File: src/rtl/axil_periph_demux.sv
// AXI4-Lite 1-to-N address demultiplexer: decodes the upstream address into fixed-size slots,
// forwards the slot offset to the selected slave, and answers unmapped accesses with DECERR.
module axil_periph_demux #(
  parameter int          NUM_SLAVES = 4,
  parameter logic [31:0] BASE_ADDR  = 32'h4000_0000,
  parameter int          SLOT_BITS  = 12
) (
  input  logic                       s_axi_aclk,
  input  logic                       s_axi_aresetn,
  input  logic [31:0]                s_axi_awaddr,
  input  logic                       s_axi_awvalid,
  output logic                       s_axi_awready,
  input  logic [31:0]                s_axi_wdata,
  input  logic [3:0]                 s_axi_wstrb,
  input  logic                       s_axi_wvalid,
  output logic                       s_axi_wready,
  output logic [1:0]                 s_axi_bresp,
  output logic                       s_axi_bvalid,
  input  logic                       s_axi_bready,
  input  logic [31:0]                s_axi_araddr,
  input  logic                       s_axi_arvalid,
  output logic                       s_axi_arready,
  output logic [31:0]                s_axi_rdata,
  output logic [1:0]                 s_axi_rresp,
  output logic                       s_axi_rvalid,
  input  logic                       s_axi_rready,
  output logic [NUM_SLAVES*32-1:0]   m_axi_awaddr,
  output logic [NUM_SLAVES-1:0]      m_axi_awvalid,
  input  logic [NUM_SLAVES-1:0]      m_axi_awready,
  output logic [NUM_SLAVES*32-1:0]   m_axi_wdata,
  output logic [NUM_SLAVES*4-1:0]    m_axi_wstrb,
  output logic [NUM_SLAVES-1:0]      m_axi_wvalid,
  input  logic [NUM_SLAVES-1:0]      m_axi_wready,
  input  logic [NUM_SLAVES*2-1:0]    m_axi_bresp,
  input  logic [NUM_SLAVES-1:0]      m_axi_bvalid,
  output logic [NUM_SLAVES-1:0]      m_axi_bready,
  output logic [NUM_SLAVES*32-1:0]   m_axi_araddr,
  output logic [NUM_SLAVES-1:0]      m_axi_arvalid,
  input  logic [NUM_SLAVES-1:0]      m_axi_arready,
  input  logic [NUM_SLAVES*32-1:0]   m_axi_rdata,
  input  logic [NUM_SLAVES*2-1:0]    m_axi_rresp,
  input  logic [NUM_SLAVES-1:0]      m_axi_rvalid,
  output logic [NUM_SLAVES-1:0]      m_axi_rready
);

  localparam int         IW          = (NUM_SLAVES > 1) ? $clog2(NUM_SLAVES) : 1;
  localparam int         TW          = 32 - SLOT_BITS;
  localparam logic [1:0] RESP_DECERR = 2'b11;

  typedef enum logic [2:0] {W_IDLE, W_FWD, W_WAIT, W_RESP, W_ERR} wstate_e;
  typedef enum logic [2:0] {R_IDLE, R_FWD, R_WAIT, R_RESP, R_ERR} rstate_e;

  function automatic logic [TW-1:0] slot_of(input logic [31:0] addr);
    return addr[31:SLOT_BITS] - BASE_ADDR[31:SLOT_BITS];
  endfunction

  function automatic logic [31:0] offset_of(input logic [31:0] addr);
    return {{TW{1'b0}}, addr[SLOT_BITS-1:0]};
  endfunction

  logic [TW-1:0]         aw_slot, ar_slot;
  logic                  aw_hit, ar_hit;
  logic [NUM_SLAVES-1:0] aw_sel, ar_sel;

  // Below-base addresses wrap to a large difference, so one unsigned compare covers both misses.
  assign aw_slot = slot_of(s_axi_awaddr);
  assign ar_slot = slot_of(s_axi_araddr);
  assign aw_hit  = aw_slot < TW'(NUM_SLAVES);
  assign ar_hit  = ar_slot < TW'(NUM_SLAVES);
  assign aw_sel  = NUM_SLAVES'(1) << aw_slot[IW-1:0];
  assign ar_sel  = NUM_SLAVES'(1) << ar_slot[IW-1:0];

  wstate_e               wstate_q;
  logic [IW-1:0]         widx_q;
  logic [31:0]           waddr_q, wdata_q;
  logic [3:0]            wstrb_q;
  logic [NUM_SLAVES-1:0] awvalid_q, wvalid_q, bready_q;
  logic [NUM_SLAVES-1:0] awvalid_d, wvalid_d;
  logic                  bvalid_q;
  logic [1:0]            bresp_q;

  assign s_axi_awready = (wstate_q == W_IDLE) && s_axi_awvalid && s_axi_wvalid;
  assign s_axi_wready  = s_axi_awready;
  assign awvalid_d     = awvalid_q & ~m_axi_awready;
  assign wvalid_d      = wvalid_q & ~m_axi_wready;

  assign m_axi_awaddr  = {NUM_SLAVES{waddr_q}};
  assign m_axi_wdata   = {NUM_SLAVES{wdata_q}};
  assign m_axi_wstrb   = {NUM_SLAVES{wstrb_q}};
  assign m_axi_awvalid = awvalid_q;
  assign m_axi_wvalid  = wvalid_q;
  assign m_axi_bready  = bready_q;
  assign s_axi_bvalid  = bvalid_q;
  assign s_axi_bresp   = bresp_q;

  always_ff @(posedge s_axi_aclk) begin
    if (s_axi_awready) begin
      widx_q  <= aw_slot[IW-1:0];
      waddr_q <= offset_of(s_axi_awaddr);
      wdata_q <= s_axi_wdata;
      wstrb_q <= s_axi_wstrb;
    end
  end

  always_ff @(posedge s_axi_aclk or negedge s_axi_aresetn) begin
    if (!s_axi_aresetn) begin
      wstate_q  <= W_IDLE;
      awvalid_q <= '0;
      wvalid_q  <= '0;
      bready_q  <= '0;
      bvalid_q  <= 1'b0;
      bresp_q   <= 2'b00;
    end else begin
      case (wstate_q)
        W_IDLE: if (s_axi_awready) begin
          if (aw_hit) begin
            awvalid_q <= aw_sel;
            wvalid_q  <= aw_sel;
            wstate_q  <= W_FWD;
          end else begin
            bvalid_q <= 1'b1;
            bresp_q  <= RESP_DECERR;
            wstate_q <= W_ERR;
          end
        end
        // AW and W complete independently; the response is awaited only once both are taken.
        W_FWD: begin
          awvalid_q <= awvalid_d;
          wvalid_q  <= wvalid_d;
          if (awvalid_d == '0 && wvalid_d == '0) begin
            bready_q <= NUM_SLAVES'(1) << widx_q;
            wstate_q <= W_WAIT;
          end
        end
        W_WAIT: if (m_axi_bvalid[widx_q]) begin
          bready_q <= '0;
          bresp_q  <= m_axi_bresp[2*widx_q +: 2];
          bvalid_q <= 1'b1;
          wstate_q <= W_RESP;
        end
        default: if (s_axi_bready) begin
          bvalid_q <= 1'b0;
          wstate_q <= W_IDLE;
        end
      endcase
    end
  end

  rstate_e               rstate_q;
  logic [IW-1:0]         ridx_q;
  logic [31:0]           raddr_q, rdata_q;
  logic [NUM_SLAVES-1:0] arvalid_q, rready_q;
  logic                  rvalid_q;
  logic [1:0]            rresp_q;

  assign s_axi_arready = (rstate_q == R_IDLE) && s_axi_arvalid;
  assign m_axi_araddr  = {NUM_SLAVES{raddr_q}};
  assign m_axi_arvalid = arvalid_q;
  assign m_axi_rready  = rready_q;
  assign s_axi_rvalid  = rvalid_q;
  assign s_axi_rdata   = rdata_q;
  assign s_axi_rresp   = rresp_q;

  always_ff @(posedge s_axi_aclk) begin
    if (s_axi_arready) begin
      ridx_q  <= ar_slot[IW-1:0];
      raddr_q <= offset_of(s_axi_araddr);
    end
  end

  always_ff @(posedge s_axi_aclk or negedge s_axi_aresetn) begin
    if (!s_axi_aresetn) begin
      rstate_q  <= R_IDLE;
      arvalid_q <= '0;
      rready_q  <= '0;
      rvalid_q  <= 1'b0;
      rdata_q   <= '0;
      rresp_q   <= 2'b00;
    end else begin
      case (rstate_q)
        R_IDLE: if (s_axi_arready) begin
          if (ar_hit) begin
            arvalid_q <= ar_sel;
            rstate_q  <= R_FWD;
          end else begin
            rvalid_q <= 1'b1;
            rdata_q  <= '0;
            rresp_q  <= RESP_DECERR;
            rstate_q <= R_ERR;
          end
        end
        R_FWD: if (m_axi_arready[ridx_q]) begin
          arvalid_q <= '0;
          rready_q  <= NUM_SLAVES'(1) << ridx_q;
          rstate_q  <= R_WAIT;
        end
        R_WAIT: if (m_axi_rvalid[ridx_q]) begin
          rready_q <= '0;
          rdata_q  <= m_axi_rdata[32*ridx_q +: 32];
          rresp_q  <= m_axi_rresp[2*ridx_q +: 2];
          rvalid_q <= 1'b1;
          rstate_q <= R_RESP;
        end
        default: if (s_axi_rready) begin
          rvalid_q <= 1'b0;
          rstate_q <= R_IDLE;
        end
      endcase
    end
  end

endmodule

File: config.mk
export PLATFORM = sky130hd
export DESIGN_NAME = axil_periph_demux
export DESIGN_NICKNAME = d
export VERILOG_FILES = /design/src/rtl/axil_periph_demux.sv
export SDC_FILE = /design/constraint.sdc
export NUM_CORES = 1
export LEC_CHECK = 0
export ABC_CLOCK_PERIOD_IN_PS = 2800
export BUFFER_PORTS_ARGS = -buffer_cell sky130_fd_sc_hd__buf_2
export CELL_PAD_IN_SITES_DETAIL_PLACEMENT = 2
export CELL_PAD_IN_SITES_GLOBAL_PLACEMENT = 2
export CORE_AREA = 3 3 283 285
export CTS_CLUSTER_DIAMETER = 150
export CTS_CLUSTER_SIZE = 10
export DETAILED_ROUTE_END_ITERATION = 7
export DIE_AREA = 0 0 286 288
export PLACE_DENSITY = 0.59
export SLEW_MARGIN = 5
export SYNTH_ARGS = -nofsm -noshare
export SYNTH_HDL_FRONTEND = slang
export SYNTH_SLANG_ARGS = --single-unit
export TNS_END_PERCENT = 1
File: constraint.sdc
create_clock -name s_axi_aclk -period 2.8 [get_ports s_axi_aclk]
set_clock_uncertainty 0.2 [all_clocks]
set_input_delay 0.14 -clock s_axi_aclk [delete_from_list [all_inputs] [get_ports s_axi_aclk]]
set_output_delay 0.14 -clock s_axi_aclk [all_outputs]
set_load 0.01 [all_outputs]
# After elaboration in Yosys (flattened, before gate mapping)
# Index checks and enable logic that the tools add are counted.
[totals] regBits=128 input_bits=271 out_inout_bits=461
[classes] n_addsub=2 n_lt_le_gt_ge=4 eq_ne=14 shift=7 mux=54 bitwise=6 reduce_logical=28
[ops] op="$shiftx A128 B8 Y32" n=1
[ops] op="$mux W32" n=3
[ops] op="$pmux W32 S2" n=1
[ops] op="$lt A20 B3 Y1 const B" n=2
[ops] op="$pmux W4 S2" n=5
[ops] op="$sub A20 B19 Y20 const B" n=2
[ops] op="$mux W4" n=9
[ops] op="$mux W3" n=10
[ops] op="$ne A2 B2 Y1 const B" n=10
[ops] op="$reduce_and A4 Y1" n=5
[ops] op="$pmux W3 S3" n=2
[ops] op="$shiftx A8 B4 Y2" n=2
[ops] op="$shl A1 B2 Y4 const A" n=4
[ops] op="$mux W2" n=6
[ops] op="$reduce_bool A2 Y1" n=6
[ops] op="$mux W1" n=11
[ops] op="$reduce_and A5 Y1" n=2
[ops] op="$reduce_and A3 Y1" n=3
[ops] op="$and A4 B4 Y4" n=2
[ops] op="$logic_not A4 Y1" n=2
[ops] op="$not A4 Y4" n=2
[ops] op="$pmux W2 S2" n=2
[ops] op="$reduce_bool A4 Y1" n=2
[ops] op="$bmux W1 S2" n=3
[ops] op="8 further kinds" n=18

# Depth between registers and ports, before layout
# Gate-level depths: netlist (run 1).
[depth] depth_word=6 mapped_depth=7 depth_no_buf=5

# Worst setup path after synthesis (run 1)
# No wires, ideal clock.
[synth_path] path_type="reg-to-output" start="register wstate_q[2]" end="output port s_axi_wready" t_arrival_ns=2.270 required_ns=2.460 slack_ns=0.190 stages_incl_launch_ff=5 n_path_buf=1 path_cell_list="dfrtp_1 nor2_1 nand4b_1 inv_1 buf_4"
[synth_between] elab_chain_len=3
[synth_lines] element="start: declaration" line="73" source="wstate_e wstate_q;"
[synth_lines] element="start signal: assignment" line="107" source="wstate_q <= W_IDLE;"
[synth_lines] element="start signal: assignment" line="119" source="wstate_q <= W_FWD;"
[synth_lines] element="start signal: assignment" line="123" source="wstate_q <= W_ERR;"
[synth_lines] element="$logic_not A3 Y1" line="82" source="assign s_axi_awready = (wstate_q == W_IDLE) && s_axi_awvalid && s_axi_wvalid;"
[synth_lines] element="$logic_and A1 B1 Y1 (2 in a row)" line="82"
[synth_lines] element="end: declaration" line="16" source="output logic s_axi_wready,"
# No other way between the ends.

# Worst setup path in the final report (run 1)
[layout_path] start="register wstate_q[2]" end="register awvalid_q[2], in the netlist m_axi_awvalid[2]"
[layout_between] elab_chain_len=5 word_cells_on_any_way=9
[layout_lines] element="$logic_not A3 Y1" line="82, 114"
[layout_lines] element="$logic_and A1 B1 Y1 (2 in a row)" line="82"
[layout_lines] element="$ne A2 B2 Y1 (no line)"
[layout_lines] element="$reduce_and A3 Y1 (no line)"
[layout_lines] element="end signal: assignment" line="117" source="awvalid_q <= aw_sel;"
[layout_lines] element="end signal: assignment" line="128" source="awvalid_q <= awvalid_d;"
[layout_lines] element="end: declaration" line="77" source="logic [NUM_SLAVES-1:0] awvalid_q, wvalid_q, bready_q;"
# Parallel ways exist; a longest one is shown, timed or not.
# A chain may end at the register's enable or synchronous reset.

==> metrics.md, run 1 <==
| Metric | Value |
|---|---|
| Register area share after synthesis | 41.42% |
| DP Area | 10750 um^2 |
| Commonest non-fill, non-tap cell in the layout | buf_2 |
| Final critical-path share of the clock period | 90.28% |
| Library cells used by synthesis | 43 |
| Io pins | 732 |
| H-tree levels | 4 |
| Seq cells post-synth | 128 |
| Post-placement setup slack | 0.4333 ns |
| Initial DRC Count | 160 |
| FILL cells | 9136 |
| Kind of critical path | flop to flop |
| PortBufs | 571 |
| Slew HR | 37.79% |
| Static leakage | 6.013 nW |
| P&R area growth vs syn | 43.79% |
| Max Clk Rate | 395.6 MHz |
| Synth Warn # | 0 |
| Rows | 102 |
| Peak fanout along the critical path | 7 |
| Number of enable flip-flop cells after synthesis | 64 |
| CTS tree | yes |
| First-pass GRT wire length | 54.26 mm |
| Max VDD drop | 305.2 uV |
| Clock buffer depth | 2 |
| Post-route ant nets | 0 |
| Vias in the first global route | 7698 |
| Core ar. | 77590 um^2 |
| Critical path launch point type | flop |
| Top FF cell, synth | edfxtp_1 |
| Total CTS buffers | 17 |
| Synth area leader | buf_4 |
| Pin count of the biggest net entering global routing | 65 |
| Status | complete, no violations |
| Vias | 6931 |
| Final setup vio count | 0 |
| Wire length after detailed routing | 40.63 mm |
| Hold Path Stages | 6 |
| Drt wl/cell | 17.70 um |
| PostCTS Resize Cnt | 0 |
| Data arrival, critical path | 2.66 ns |
| Most frequent cells in the layout | 570 x buf_2, 160 x conb_1, 90 x dlygate4sd3_1 |
| Post-layout min period | 2.528 ns |
| R2r worst-path depth | 7 |
| 1st-pass router iterations | 4 |
| Synth Instances | 745 |
| Top-area cell type share of the netlist area | 30.18% |
| Fin util | 15.76% |
| Final hold vios | 0 |
| Root buffer cell | clkbuf_16 |
| Inst Count DP | 2167 |
| Die X | 286 um |
| Die Ht | 288 um |
| Avg Cell Area, Syn | 11.42 um^2 |
| RSZ-0062 raised after global routing | no |
| NumNets Final | 1508 |
| Starting Density | 10.96% |
| Reg clk slew, reported paths | 0.06 ns |
| Post-Syn Area | 8507 um^2 |
| Final Wtd Congestion | 0.8298 |
| Max Cap Viol | 0 |
| Final setup margin | 0.2722 ns |
| Full die area | 82370 um^2 |
| Vias per cell | 3.019 |
| Share of post-route cells with drive strength above 1 | 55.60% |
| HPWL after detailed placement | 34.43 mm |
| Setup TNS | 0 ns |
| Data required time of the worst path | 2.93 ns |
| Total track usage | 9.266% |
| FFs w/ async S/R, synth | 50.00% |
| Post-Layout Inst Area | 12230 um^2 |
| Residual DRC | 0 |
| Pwr dens | 647.3 nW/um^2 |
| Initial antenna violation count | 22 |
| Total grt overflow | 0 |
| TritonCTS sink count | 128 |
| Worst slew pin tran | 0.9331 ns |
| Worst Setup End Kind | flop |
| Pwr Total | 7.917 mW |
| Non-filler instance count after layout | 2296 |
| WHS | 0.04994 ns |
| Worst min path class | input pin to flop |
| Clk Latency, worst-skew pair | 0.46 ns |
| Largest cells by area after synthesis | buf_4 30%, edfxtp_1 23%, dfrtp_1 19% |
| Slew Limit Fails | 0 |
power by group:
group	total, mW	switching [mW]	leakage [nW]	internal (mW)
logic	2.94	1.67	4.30	1.27
clock network	2.28	1.05	0.268	1.23
registers	2.70	0.355	1.45	2.34
path summary, 6_finish.rpt:
| check | start | to | slack, ns |
|---|---|---|---|
| worst max register to register | wstate_q[2] | m_axi_awvalid[2] | 0.27 |
| worst min-delay path | s_axi_awaddr[27] | m_axi_wvalid[3] | 0.05 |
| worst min register to register | s_axi_rdata[7] | s_axi_rdata[7] | 0.29 |
| min in group asynchronous | s_axi_aresetn | s_axi_rdata[10] | 0.15 |
| worst max-delay path | wstate_q[2] | m_axi_awvalid[2] | 0.27 |
| max in group asynchronous | s_axi_aresetn | s_axi_bvalid | 1.62 |
layer usage:
| layer | part of all wire, % | GRT usage, % |
|---|---|---|
| met1 | 35 | 9.458 |
| met2 | 52 | 16.96 |
| met3 | 11 | 4.228 |
| met4 | 1.7 | 2.584 |
| met5 | 0.17 | 0 |
repair_timing:
item / 4_1_cts / 5_1_grt
setup buffers: 0 / 1
endpoints found under the hold margin: 153 / 0
hold buffers: 90 / 0
setup endpoints to repair: 0 / 2
layout make-up:
type	instances	area [um^2]	area share, %
diodes	6	15.01	0.1227
clock buffers	18	429.2	3.509
clock inverters	14	128.9	1.054
inverters	17	63.81	0.5217
multi-input cells	395	2831	23.15
flip-flops and latches	128	3523	28.81
well taps	1040	1301	10.64
repair buffers	678	3939	32.20
critical path, cell delays in order (launching register included):
cell and delay [ns]:
dfrtp_1 0.42, nor2_1 0.14, buf_4 0.16, nand4b_1 0.25, o31a_1 0.39, o21ai_0 0.21
nand2_1 0.08, dlygate4sd3_1 0.56
sequential cells by signal, indices dropped and copies added (netlist names), 2 cells and up:
register       cells
s_axi_rdata       32
raddr_q           12
wdata_q           32
waddr_q           12
widx_q             2
wstate_q           3
m_axi_bready       4
wstrb_q            4
ridx_q             2
s_axi_bresp        2
m_axi_awvalid      4
rstate_q           3
s_axi_rresp        2
m_axi_rready       4
m_axi_wvalid       4
m_axi_arvalid      4
cell usage after synthesis, types with 3 or more instances:
library cell / number
a22o_1: 3
edfxtp_1: 64
buf_6: 4
nor2_1: 21
inv_1: 17
a21oi_1: 4
nand2_1: 19
or3_1: 3
nor4_1: 6
buf_2: 6
mux2_2: 30
o21ai_0: 22
dfrtp_1: 64
mux4_2: 39
and3_1: 32
buf_4: 342
nand2b_1: 8
clkbuf_1: 10
nand3_1: 9
nand4b_1: 4
nand3b_1: 5
mux2_1: 5
kinds of logic (layout without fill, tap and decap cells):
logic type	Yosys count	in the layout	share of synthesized area, %
AOI/OAI and AO/OA	41	41	3.059
buffers and inverters	381	727	32.34
DFF	128	128	41.42
muxes	77	77	15.36
other	1	166	0.04408
and+or+nand+nor	117	117	7.781
Note: power is estimated with default switching activity, not from simulation.
==> inputs of run 2 (changes only) <==
- PLACE_DENSITY: 0.59 -> default
- PLACE_DENSITY_LB_ADDON: default -> 0.25
==> run 2 against run 1 <==
Compared with the run above:
- sequential power down 3%
- core utilization rose by 0.14 points
- register-to-register slack got worse by 0.18 ns
- hold slack worse by 0.024 ns
- non-clock buffer count is 3 higher
- largest cell class unchanged
- largest power group unchanged
==> metrics.md, run 2 (synthesis results as in run 1) <==
| Metric | Value |
|---|---|
| Post-placement setup slack | 0.5028 ns (+0.06954 ns) |
| Initial DRC Count | 119 (-26%) |
| FILL cells | 9187 (+0.56%) |
| Vias in the first global route | 7535 (-2.1%) |
| Total grt overflow | 0 (unchanged) |
| CTS tree | yes |
| Fin util | 15.91% (+0.14 points) |
| Final hold vios | 0 (unchanged) |
| R2r worst-path depth | 5 (-2) |
| Max VDD drop | 402.0 uV (+32%) |
| Root buffer cell | clkbuf_16 |
| Worst-path cell chain | buf_12 > mux4_2 > dlygate4sd3_1 > and3_1 > mux2_1 |
| Most frequent cells in the layout | 570 x buf_2, 160 x conb_1, 98 x dlygate4sd3_1 |
| Starting Density | 10.96% (unchanged) |
| Data arrival, critical path | 2.86 ns (+0.20 ns) |
| CP max-delay cell | dlygate4sd3_1 |
| TritonCTS sink count | 128 (unchanged) |
| Final critical-path share of the clock period | 96.82% (+6.5 points) |
| Die Ht | 288 um (unchanged) |
| Final setup margin | 0.08892 ns (-0.1833 ns) |
| Pwr Total | 8.068 mW (+1.9%) |
| Worst Setup End Kind | flop |
| Stages on worst setup path | 5 (-2) |
| Total CTS buffers | 17 (unchanged) |
| Max Cap Viol | 0 (unchanged) |
| Worst path top cell family by delay | buffers and inverters |
| Slew Limit Fails | 0 (unchanged) |
| Commonest non-fill, non-tap cell in the layout | buf_2 |
| Final setup vio count | 0 (unchanged) |
| Core ar. | 77590 um^2 (unchanged) |
| Initial antenna violation count | 0 (-100%) |
| CP peak stage delay | 0.57 ns (about the same) |
| PostCTS Resize Cnt | 0 (unchanged) |
| Static leakage | 6.065 nW (+0.86%) |
| Clock buffer depth | 2 (unchanged) |
| Diode count | 0 (-6) |
| Vias per cell | 2.950 (-2.3%) |
| Max Clk Rate | 368.9 MHz (-6.8%) |
| Vias | 6765 (-2.4%) |
| P&R area growth vs syn | 45.08% |
| Hold Path Stages | 5 (-1) |
| Worst slew pin tran | 0.5678 ns (-0.3653 ns) |
| WHS | 0.02556 ns (-0.02438 ns) |
| Wire length after detailed routing | 35.54 mm (-13%) |
| Total track usage | 8.126% (-1.1 points) |
| Share of post-route cells with drive strength above 1 | 55.23% (-0.37 points) |
| First-pass GRT wire length | 49.45 mm (-8.9%) |
| RSZ-0062 raised after global routing | yes |
| Final Wtd Congestion | 0.7894 (-4.9%) |
| PortBufs | 571 (unchanged) |
| Pin count of the biggest net entering global routing | 65 (unchanged) |
| Drt wl/cell | 15.50 um (-12%) |
| Rows | 102 (unchanged) |
| Io pins | 732 (unchanged) |
| NumNets Final | 1511 (+0.20%) |
| HPWL after detailed placement | 28.87 mm (-16%) |
| CP Buf/Inv Count | 2 (unchanged) |
| Slew HR | 62.15% (+24 points) |
| Residual DRC | 0 (unchanged) |
| H-tree levels | 4 (unchanged) |
| Critical path launch point type | flop |
| Reg clk slew, reported paths | 0.07 ns (about the same) |
| Status | complete, no violations |
| Kind of critical path | flop to flop |
| Full die area | 82370 um^2 (unchanged) |
| Clk Latency, worst-skew pair | 0.46 ns (about the same) |
| 1st-pass router iterations | 4 (unchanged) |
| Pwr dens | 653.7 nW/um^2 (+0.99%) |
| Worst min path class | input pin to flop |
| Post-layout min period | 2.711 ns (+0.1833 ns) |
| Peak fanout along the critical path | 38 (+31) |
| Data required time of the worst path | 2.94 ns (about the same) |
| Die X | 286 um (unchanged) |
| Post-route ant nets | 0 (unchanged) |
run 2: changes by cell type in the layout (fill, tap and decap cells not counted), moves of 2 or more:
| cell | change |
|---|---|
| bufinv_16 | +3 |
| clkbuf_8 | +2 |
| inv_6 | -5 |
| buf_4 | -5 |
| clkinv_4 | +2 |
| diode_2 | -6 |
| dlygate4sd3_1 | +8 |
run 2: path summary, 6_finish.rpt:
kind                                start               end  slack [ns]
min in group asynchronous   s_axi_aresetn  m_axi_awvalid[3]        0.04
min reg2reg                s_axi_rdata[7]    s_axi_rdata[7]        0.28
max reg2reg                     ridx_q[0]   s_axi_rdata[18]        0.09
max                             ridx_q[0]   s_axi_rdata[18]        0.09
max in group asynchronous   s_axi_aresetn       rstate_q[1]        2.01
min                          s_axi_wvalid  m_axi_awvalid[0]        0.03
run 2: where the power goes:
group | internal (mW) | total [mW] | leakage [nW] | switching [mW]
clock | 1.54 | 2.51 | 0.309 | 0.978
combinational | 1.26 | 2.92 | 4.31 | 1.66
sequential | 2.34 | 2.63 | 1.45 | 0.290
total | 5.14 | 8.07 | 6.06 | 2.93
run 2: tightest hold or removal path: cells and delay by family:
kind,cells,cell delay (ns)
buffers and inverters,2,0.24
AND/OR/NAND/NOR,3,0.28
run 2: final cells by class:
| cell class | instances | area (um^2) | area share, % |
|---|---|---|---|
| Clock buffer | 19 | 452.9 | 3.670 |
| Clock inverter | 13 | 185.2 | 1.500 |
| Inverter | 17 | 63.81 | 0.5170 |
| Multi-Input combinational cell | 395 | 2834 | 22.96 |
| Sequential cell | 128 | 3523 | 28.55 |
| Tap cell | 1040 | 1301 | 10.54 |
| Timing Repair Buffer | 681 | 3981 | 32.26 |
run 2: metrics by stage:
step	instances	TNS, ns	cell area (um^2)
3_5_place_dp	2161	0	10710
2_1_floorplan	904	0	9104
6_report	2293	0	12340
5_1_grt	2293	-0.06309	12340
4_1_cts	2291	0	12330
3_3_place_gp	2161	0	10710
run 2: timing repair:
| item | in CTS | in global routing |
|---|---|---|
| setup buffers | 0 | 2 |
| hold buffers | 98 | 0 |
| hold endpoints to repair | 155 | 0 |
| setup endpoints to repair | 0 | 8 |
run 2: routing by layer:
layer  up-vias  share of wire [%]  wire length (um)  track usage (%)
met1      3272                 33             11720            7.742
met3        24                 12              4241            4.070
met2       390                 54             19160            15.22
met5         -                  0                 0                0
li1       3079                  -                 -                -
met4         0                1.2               424            2.405
